### config.mk
export PLATFORM = sky130hd
export DESIGN_NAME = ex_alu_iter
export DESIGN_NICKNAME = d
export VERILOG_FILES = /design/src/rtl/ex_alu_iter.sv
export SDC_FILE = /design/constraint.sdc
export NUM_CORES = 1
export LEC_CHECK = 0
export BUFFER_PORTS_ARGS = -buffer_cell sky130_fd_sc_hd__clkbuf_2
export CORE_AREA = 4 4 269 139
export DETAILED_ROUTE_END_ITERATION = 12
export DIE_AREA = 0 0 273 143
export SKIP_LAST_GASP = 1
export SLEW_MARGIN = 30
export SYNTH_ARGS = -nofsm -noshare
export SYNTH_HDL_FRONTEND = slang
export SYNTH_SLANG_ARGS = --single-unit
### constraint.sdc
create_clock -name clk -period 4.2 [get_ports clk]
set_input_delay 0.42 -clock clk [delete_from_list [all_inputs] [get_ports clk]]
set_output_delay 0.42 -clock clk [all_outputs]
set_load 0.05 [all_outputs]
### src/rtl/ex_alu_iter.sv
// EX-stage ALU with a registered EX/MEM result. Shifts run on an iterative shifter
// that moves at most SHIFT_STEP bits per cycle and holds off new ops via in_ready/stall.
module ex_alu_iter #(
  parameter int XLEN       = 32,
  parameter int SHIFT_STEP = 8
) (
  input  logic            clk,
  input  logic            rst_n,
  input  logic            in_valid,
  output logic            in_ready,
  input  logic [3:0]      alu_op,
  input  logic [XLEN-1:0] src1,
  input  logic [XLEN-1:0] src2,
  input  logic            flush,
  output logic            stall,
  output logic            out_valid,
  output logic [XLEN-1:0] result,
  output logic            zero
);

  localparam logic [3:0] ALU_ADD  = 4'd0;
  localparam logic [3:0] ALU_SUB  = 4'd1;
  localparam logic [3:0] ALU_SLL  = 4'd2;
  localparam logic [3:0] ALU_SLT  = 4'd3;
  localparam logic [3:0] ALU_SLTU = 4'd4;
  localparam logic [3:0] ALU_XOR  = 4'd5;
  localparam logic [3:0] ALU_SRL  = 4'd6;
  localparam logic [3:0] ALU_SRA  = 4'd7;
  localparam logic [3:0] ALU_OR   = 4'd8;
  localparam logic [3:0] ALU_AND  = 4'd9;
  localparam logic [3:0] ALU_LUI  = 4'd10;

  localparam logic [5:0] STEP = 6'(SHIFT_STEP);

  typedef enum logic {IDLE, SHIFT} state_t;

  state_t          r_state, w_state_nxt;
  logic [XLEN-1:0] r_acc;
  logic [5:0]      r_rem;
  logic [3:0]      r_op;
  logic [XLEN-1:0] r_result;
  logic            r_zero;
  logic            r_out_valid;

  logic            w_accept;
  logic            w_is_shift;
  logic [5:0]      w_cur_rem;
  logic [5:0]      w_step;
  logic [5:0]      w_rem_nxt;
  logic [XLEN-1:0] w_sh_in;
  logic [3:0]      w_sh_op;
  logic [XLEN-1:0] w_sh_out;
  logic [XLEN-1:0] w_alu;

  assign in_ready   = (r_state == IDLE);
  assign stall      = ~in_ready;
  assign out_valid  = r_out_valid;
  assign result     = r_result;
  assign zero       = r_zero;

  assign w_accept   = in_valid & in_ready & ~flush;
  assign w_is_shift = (alu_op == ALU_SLL) || (alu_op == ALU_SRL) || (alu_op == ALU_SRA);

  // The shifter is shared: in IDLE it takes the live operands, in SHIFT the latched ones.
  assign w_cur_rem  = (r_state == IDLE) ? {1'b0, src2[4:0]} : r_rem;
  assign w_step     = (w_cur_rem > STEP) ? STEP : w_cur_rem;
  assign w_rem_nxt  = w_cur_rem - w_step;
  assign w_sh_in    = (r_state == IDLE) ? src1 : r_acc;
  assign w_sh_op    = (r_state == IDLE) ? alu_op : r_op;

  always_comb begin
    w_sh_out = w_sh_in;
    case (w_sh_op)
      ALU_SLL: w_sh_out = w_sh_in << w_step;
      ALU_SRL: w_sh_out = w_sh_in >> w_step;
      ALU_SRA: w_sh_out = XLEN'($signed(w_sh_in) >>> w_step);
      default: w_sh_out = w_sh_in;
    endcase
  end

  always_comb begin
    w_alu = '0;
    case (alu_op)
      ALU_ADD:  w_alu = src1 + src2;
      ALU_SUB:  w_alu = src1 - src2;
      ALU_SLT:  w_alu = {{(XLEN-1){1'b0}}, ($signed(src1) < $signed(src2))};
      ALU_SLTU: w_alu = {{(XLEN-1){1'b0}}, (src1 < src2)};
      ALU_XOR:  w_alu = src1 ^ src2;
      ALU_OR:   w_alu = src1 | src2;
      ALU_AND:  w_alu = src1 & src2;
      ALU_LUI:  w_alu = src2;
      ALU_SLL, ALU_SRL, ALU_SRA: w_alu = w_sh_out;
      default:  w_alu = '0;
    endcase
  end

  always_ff @(posedge clk or negedge rst_n) begin
    if (!rst_n) r_state <= IDLE;
    else        r_state <= w_state_nxt;
  end

  always_comb begin
    w_state_nxt = r_state;
    case (r_state)
      IDLE:    if (w_accept && w_is_shift && (w_rem_nxt != 6'd0)) w_state_nxt = SHIFT;
      SHIFT:   if (flush || (w_rem_nxt == 6'd0)) w_state_nxt = IDLE;
      default: w_state_nxt = IDLE;
    endcase
  end

  always_ff @(posedge clk or negedge rst_n) begin
    if (!rst_n) begin
      r_acc       <= '0;
      r_rem       <= '0;
      r_op        <= '0;
      r_result    <= '0;
      r_zero      <= 1'b1;
      r_out_valid <= 1'b0;
    end else begin
      r_out_valid <= 1'b0;
      if (r_state == IDLE) begin
        if (w_accept) begin
          if (w_is_shift && (w_rem_nxt != 6'd0)) begin
            r_acc <= w_sh_out;
            r_rem <= w_rem_nxt;
            r_op  <= alu_op;
          end else begin
            r_result    <= w_alu;
            r_zero      <= (w_alu == '0);
            r_out_valid <= 1'b1;
          end
        end
      end else if (!flush) begin
        r_acc <= w_sh_out;
        r_rem <= w_rem_nxt;
        if (w_rem_nxt == 6'd0) begin
          r_result    <= w_sh_out;
          r_zero      <= (w_sh_out == '0);
          r_out_valid <= 1'b1;
        end
      end
    end
  end

endmodule
==> metrics.md, run 1 <==
| Metric | Value |
|---|---|
| GRT Total Usage | `41.14%` |
| Post-synth cell types | `104` |
| Clock period minus final worst setup slack | `4291 ps` |
| Adder-cell area share of the yosys netlist | `9.051%` |
| CP bufs+invs | `3` |
| Ports | `108` |
| Antenna viol nets, final | `0` |
| Synth Area in Simple Gates | `a little over a fifth` |
| Clock sinks | `77` |
| Final Core Density | `53.20%` |
| Layout cells sized above 1 | `29.69%` |
| Final Hold Fails | `0` |
| CP arrival | `4560 ps` |
| Worst relative slew slack | `42.06%` |
| Final period utilization | `102.2%` |
| Core area | `35250 sq um` |
| Placed Instances | `around 2800` |
| Failing checks | `setup timing` |
| Worst setup EP type | `flop` |
| Final setup vio count | `2` |
| Post-synthesis compound-gate area fraction | `about two fifths` |
| Leak Pwr | `8.404 nW` |
| Pwr/cell area | `297.7 nW/um^2` |
| Max Root-Sink Buffers | `2` |
| RSZ-0062 raised after global routing | `true` |
| Net Count, Synth | `2124` |
| DIE AREA | `39040 sq um` |
| CP required | `4470 ps` |
| Multi-input gate area | `11150 sq um` |
| Synth Warn # | `0` |
| Worst min path class | `input port to async pin` |
| Cell count after synthesis | `1953` |
| Peak supply drop | `~0.00024 V` |
| Die height | `around 140 um` |
| Max Clock Skew | `10.76 ps` |
| TritonCTS clock tree | `yes` |
| Largest delay share family, worst path | `compound AO/OA/AOI/OAI gates` |
| First-pass GRT wire length | `118600 um` |
| Gr ovfl total | `0` |
| Die Span X | `273 um` |
| Synth-to-layout area growth | `35.40%` |
| Largest family of logic cells by synthesized area | `compound AO/OA/AOI/OAI gates` |
| Pre-antenna DRT Iters | `7` |
| Drt first-iter violations | `3252` |
| Placed cell area | `17900 sq um` |
| Fin. max-slew vios | `0` |
| Sequential Area | `1932 sq um` |
| Worst-Margin Slew | `863.9 ps` |
| Slowest CP cell | `or4b_4` |
| Root Buffer | `clkbuf_16` |
| Filler cell count | `3524` |
| Pin count of the biggest net entering global routing | `between 50 and 60` |
| Startpoint type of the worst setup path | `flop` |
| Max-cap viol count | `0` |
| Synthesized cell area | `13850 sq um` |
| Final Worst Setup Slack | `-91.30 ps` |
| Fin nets | `around 2600` |
| Final WL | `around 84000 um` |
| Final hold slack | `94.68 ps` |
| Initial antenna violation count | `2` |
| Clk Latency, worst-skew pair | `360 ps` |
| H-tree Lvls | `3` |
| Cell Chain, Critical Path | `buf_8, buf_12, buf_4, mux2_2, o211ai_1, nand3_2, a22oi_1, a32o_1, nor4b_4, a31oi_4, or4b_4, nor4_2, nand4bb_1, o31ai_2` |
| Port bufs | `approximately 110` |
| Most frequent cells in the layout | `buf_4, nand2_1, o21ai_0, a21oi_1, nor2_1` |
| Non-filler cells, final | `2886` |
| Vias per Instance | `6.627` |
| Synth Register Bits | `77` |
| GP Congestion | `1.092` |
| Post-Syn Area per Cell | `7.092 sq um` |
| Post-synthesis mux area share | `7.922%` |
| Number of core rows | `49` |
| HPWL after DPL | `68760 um` |
| Hold_buf cts | `0` |
| DR vias | `19125` |
| Largest stage delay, worst path | `550 ps` |
| Setup CP Type | `flop to flop` |
| Initial core utilization | `39.29%` |
| Detailed-route wire length per cell | `29.05 um` |
| Fmax | `233.0 MHz` |
| Sequential area share after synthesis | `about 14%` |
| Setup WS pre-CTS | `-471.7 ps` |
| CTS clock-pin slew for the worst setup and hold paths | `approximately 70 ps` |
| Status | `finished, violations left` |
| XOR/XNOR share of the synthesized area | `1.265%` |
| # DRC | `0` |
| Vias in the first global route | `~17000` |
| Fin area | `18750 sq um` |
| FFs w/ async S/R, synth | `100.0%` |
| CTS Buf Count | `9` |
| Main flop type after synthesis | `dfrtp_1` |
| Commonest non-fill, non-tap cell in the layout | `buf_4` |
| Critical-path maximum fanout | `18` |
| Number of synthesized flops with an enable pin | `0` |
## cell usage after synthesis, types with 33 or more instances
cell type  instances  area share [%]
nand2_1          273             7.4
o21ai_0          186             6.7
a21oi_1          157             5.7
nor2_1           133             3.6
ha_1              97             8.8
inv_1             97             2.6
clkbuf_1          91             2.5
dfrtp_1           76              14
mux2i_1           49             3.5
nor3_1            45             1.6
nand3_1           40             1.4
a211oi_1          38             2.1
o22ai_1           38             1.7
a22oi_1           36             2.0
o211ai_1          36             2.0
a31oi_1           33             1.5
## cell type report
class                           instances  share of cell area [%]
Inverter                               98                   1.961
Timing Repair Buffer                  579                   23.39
Clock buffer                            9                   1.201
Tap cell                              484                   3.229
Antenna cell                            4                 0.05337
Multi-Input combinational cell       1628                   59.43
Clock inverter                          7                  0.4337
Sequential cell                        77                   10.30
## flip-flops by register name (all words and copies together) (netlist names)
signal     flops
stall          1
result        32
out_valid      1
r_rem          6
zero           1
r_op           4
r_acc         32
## logic make-up (layout without fill, tap and decap cells)
logic type	Yosys count	in the layout
flops	77	77
other cells	1	5
mux	90	90
simple gates	633	633
compound gates	785	785
xor+xnor	20	20
buf+inv	248	693
fa+ha+maj	99	99
## layer usage
metal	routed length [um]	global-route usage [%]
met5	138	2.392
met4	1601	6.362
met1	37210	61.77
met2	29520	51.09
met3	15380	21.64
## worst paths after layout
kind	from	to	slack, ps	depth (start not counted)
setup / recovery	stall	zero	-90	14
setup reg to reg	stall	zero	-90	14
hold reg to reg	r_acc[15]	r_acc[15]	490	2
max in group asynchronous	rst_n	stall	3160	2
min in group clk	flush	stall	300	2
hold / removal	rst_n	result[11]	90	1
## per-stage QoR
stage,power [mW],TNS [ps]
3_5_place_dp,4.456,-619.4
3_3_place_gp,4.442,-482.3
6_report,5.583,-124.2
2_1_floorplan,2.883,0
4_1_cts,5.340,0
5_1_grt,5.769,-201.3
## timing repair
item / 4_1_cts / 5_1_grt
setup endpoints to repair: 1 / 4
cloned: 0 / 1
gates resized for setup: 25 / 51
buffers inserted: 6 / 12
pin swaps: 3 / 17
## power breakdown
part / switching, mW / internal (mW) / leakage, nW
clock network: 0.375 / 0.469 / 0.141
registers: 0.230 / 0.949 / 0.972
logic: 2.26 / 1.30 / 7.29
total: 2.86 / 2.72 / 8.40
Note: power is estimated with default switching activity, not from simulation.
==> run 2, diff against run 1 <==
--- a/config.mk
+++ b/config.mk
@@ -9,7 +9,6 @@
 export CORE_AREA = 4 4 269 139
 export DETAILED_ROUTE_END_ITERATION = 12
 export DIE_AREA = 0 0 273 143
-export SKIP_LAST_GASP = 1
 export SLEW_MARGIN = 30
 export SYNTH_ARGS = -nofsm -noshare
 export SYNTH_HDL_FRONTEND = slang
==> metrics.md, run 2 (synthesized netlist as in run 1, its figures left out) <==
| Metric | Value |
|---|---|
| Status | `finished, violations left` |
| Failing checks | `setup timing` |
| Pin count of the biggest net entering global routing | `56` |
| Placed cell area | `about 18000 sq um` |
| # DRC | `0` |
| GRT Total Usage | `41.14%` |
| Die Span X | `273 um` |
| Worst min path class | `input port to async pin` |
| H-tree Lvls | `3` |
| Final period utilization | `102.8%` |
| Number of core rows | `49` |
| Layout cells sized above 1 | `29.73%` |
| Fmax | `231.7 MHz` |
| Leak Pwr | `8.405 nW` |
| Cell Chain, Critical Path | `buf_8, buf_12, buf_4, mux2_2, o211ai_1, nand3_2, a22oi_1, a32o_1, nor4b_4, a31oi_4, or4b_4, nor4_2, nand4bb_1, o31ai_2` |
| Pwr/cell area | `297.7 nW/um^2` |
| Drt first-iter violations | `between 3000 and 4000` |
| Die height | `143 um` |
| Final WL | `83790 um` |
| Hold_buf cts | `0` |
| CTS Buf Count | `9` |
| Pre-antenna DRT Iters | `6` |
| CTS clock-pin slew for the worst setup and hold paths | `70 ps` |
| Initial core utilization | `39.29%` |
| Worst-Margin Slew | `867.5 ps` |
| Max Clock Skew | `approximately 10 ps` |
| Commonest non-fill, non-tap cell in the layout | `buf_4` |
| DR vias | `19003` |
| Fin nets | `about 2600` |
| TritonCTS clock tree | `yes` |
| Worst setup EP type | `flop` |
| Initial antenna violation count | `2` |
| Fin Setup TNS | `-116.2 ps` |
| CP arrival | `4580 ps` |
| Setup CP Type | `flop to flop` |
| Core area | `about 35000 sq um` |
| Antenna viol nets, final | `0` |
| Worst relative slew slack | `41.82%` |
| Fin area | `18750 sq um` |
| Max-cap viol count | `0` |
| Max Root-Sink Buffers | `2` |
| RSZ-0062 raised after global routing | `true` |
| Largest stage delay, worst path | `550 ps` |
| Vias in the first global route | `17466` |
| Slowest CP cell | `or4b_4` |
| Final Hold Fails | `0` |
| Detailed-route wire length per cell | `29.05 um` |
| Fin. max-slew vios | `0` |
| Vias per Instance | `6.589` |
| DIE AREA | `39040 sq um` |
| Final hold slack | `102.7 ps` |
| Root Buffer | `clkbuf_16` |
| GP Congestion | `between 1 and 1.5` |
| Clock period minus final worst setup slack | `4316 ps` |
| Most frequent cells in the layout | `buf_4, nand2_1, o21ai_0, a21oi_1, nor2_1` |
| Peak supply drop | `0.0002428 V` |
| Final setup vio count | `1` |
| Clk Latency, worst-skew pair | `360 ps` |
| Synth-to-layout area growth | `35.40%` |
| HPWL after DPL | `around 70000 um` |
| First-pass GRT wire length | `118600 um` |
| Clock sinks | `77` |
| CP required | `around 4500 ps` |
| Startpoint type of the worst setup path | `flop` |
| Final Core Density | `53.20%` |
| Port bufs | `107` |
| Gr ovfl total | `0` |
| Critical-path maximum fanout | `18` |
| Ports | `108` |
| Final Worst Setup Slack | `-116.2 ps` |
==> run 2: changes by cell type in the layout (fill, tap and decap cells not counted) <==
cell       change
diode_2        -2
a2111oi_1      -1
a2111oi_2      +1
==> run 2: per-stage QoR <==
step           power (mW)  setup WS [ps]  std cells
2_1_floorplan       2.883          24.17       1953
3_3_place_gp        4.442         -428.2       2847
3_5_place_dp        4.456         -471.7       2847
4_1_cts             5.340         0.1550       2869
5_1_grt             5.770         -166.0       2884
6_report            5.583         -116.2       2884
==> run 2: worst max-delay path: cells and delay by family (launching register included) <==
kind,cells,cell delay [ps]
flip-flops,1,450
buffers and inverters,3,500
multiplexers,1,420
AND/OR/NAND/NOR,5,1390
AO/OA/AOI/OAI,5,1450
==> run 2: path summary, 6_finish.rpt <==
kind                       cells after the start       from  slack (ps)    endpoint
max in group asynchronous                      2      rst_n        3140       stall
min in group clk                               2      flush         300       stall
max reg2reg                                   14      stall        -120        zero
min reg2reg                                    2  r_acc[15]         490   r_acc[15]
max                                           14      stall        -120        zero
min                                            1      rst_n         100  result[11]
==> run 2: final cells by class <==
cell class | count | area (sq um)
Clock buffer | 9 | 225.2
Tap cell | 484 | 605.6
Sequential cell | 77 | 1932
Antenna cell | 2 | 5.005
Inverter | 98 | 367.9
Clock inverter | 7 | 81.33
Timing Repair Buffer | 579 | 4387
Multi-Input combinational cell | 1628 | 11150
Fill cell | 3525 | 16500
==> run 2: power by group <==
part	internal, mW	switching (mW)	total (mW)
Combinational	1.30	2.26	3.56
Clock	0.469	0.377	0.846
Sequential	0.949	0.231	1.18
Total	2.72	2.86	5.58
==> run 2: what timing repair did <==
action,CTS,global route
setup buffers,6,12
gates cloned,0,1
endpoints found under the setup margin,1,4
gates resized for setup,25,52
pin swaps,3,17
==> run 2: per-layer routing <==
layer  vias up  track usage [%]  wire, um
met5         -            2.392       136
met4         4            6.362      1491
met3       121            21.64     15270
met2      1580            51.09     29520
met1      9053            61.77     37370
li1       8245                -         -
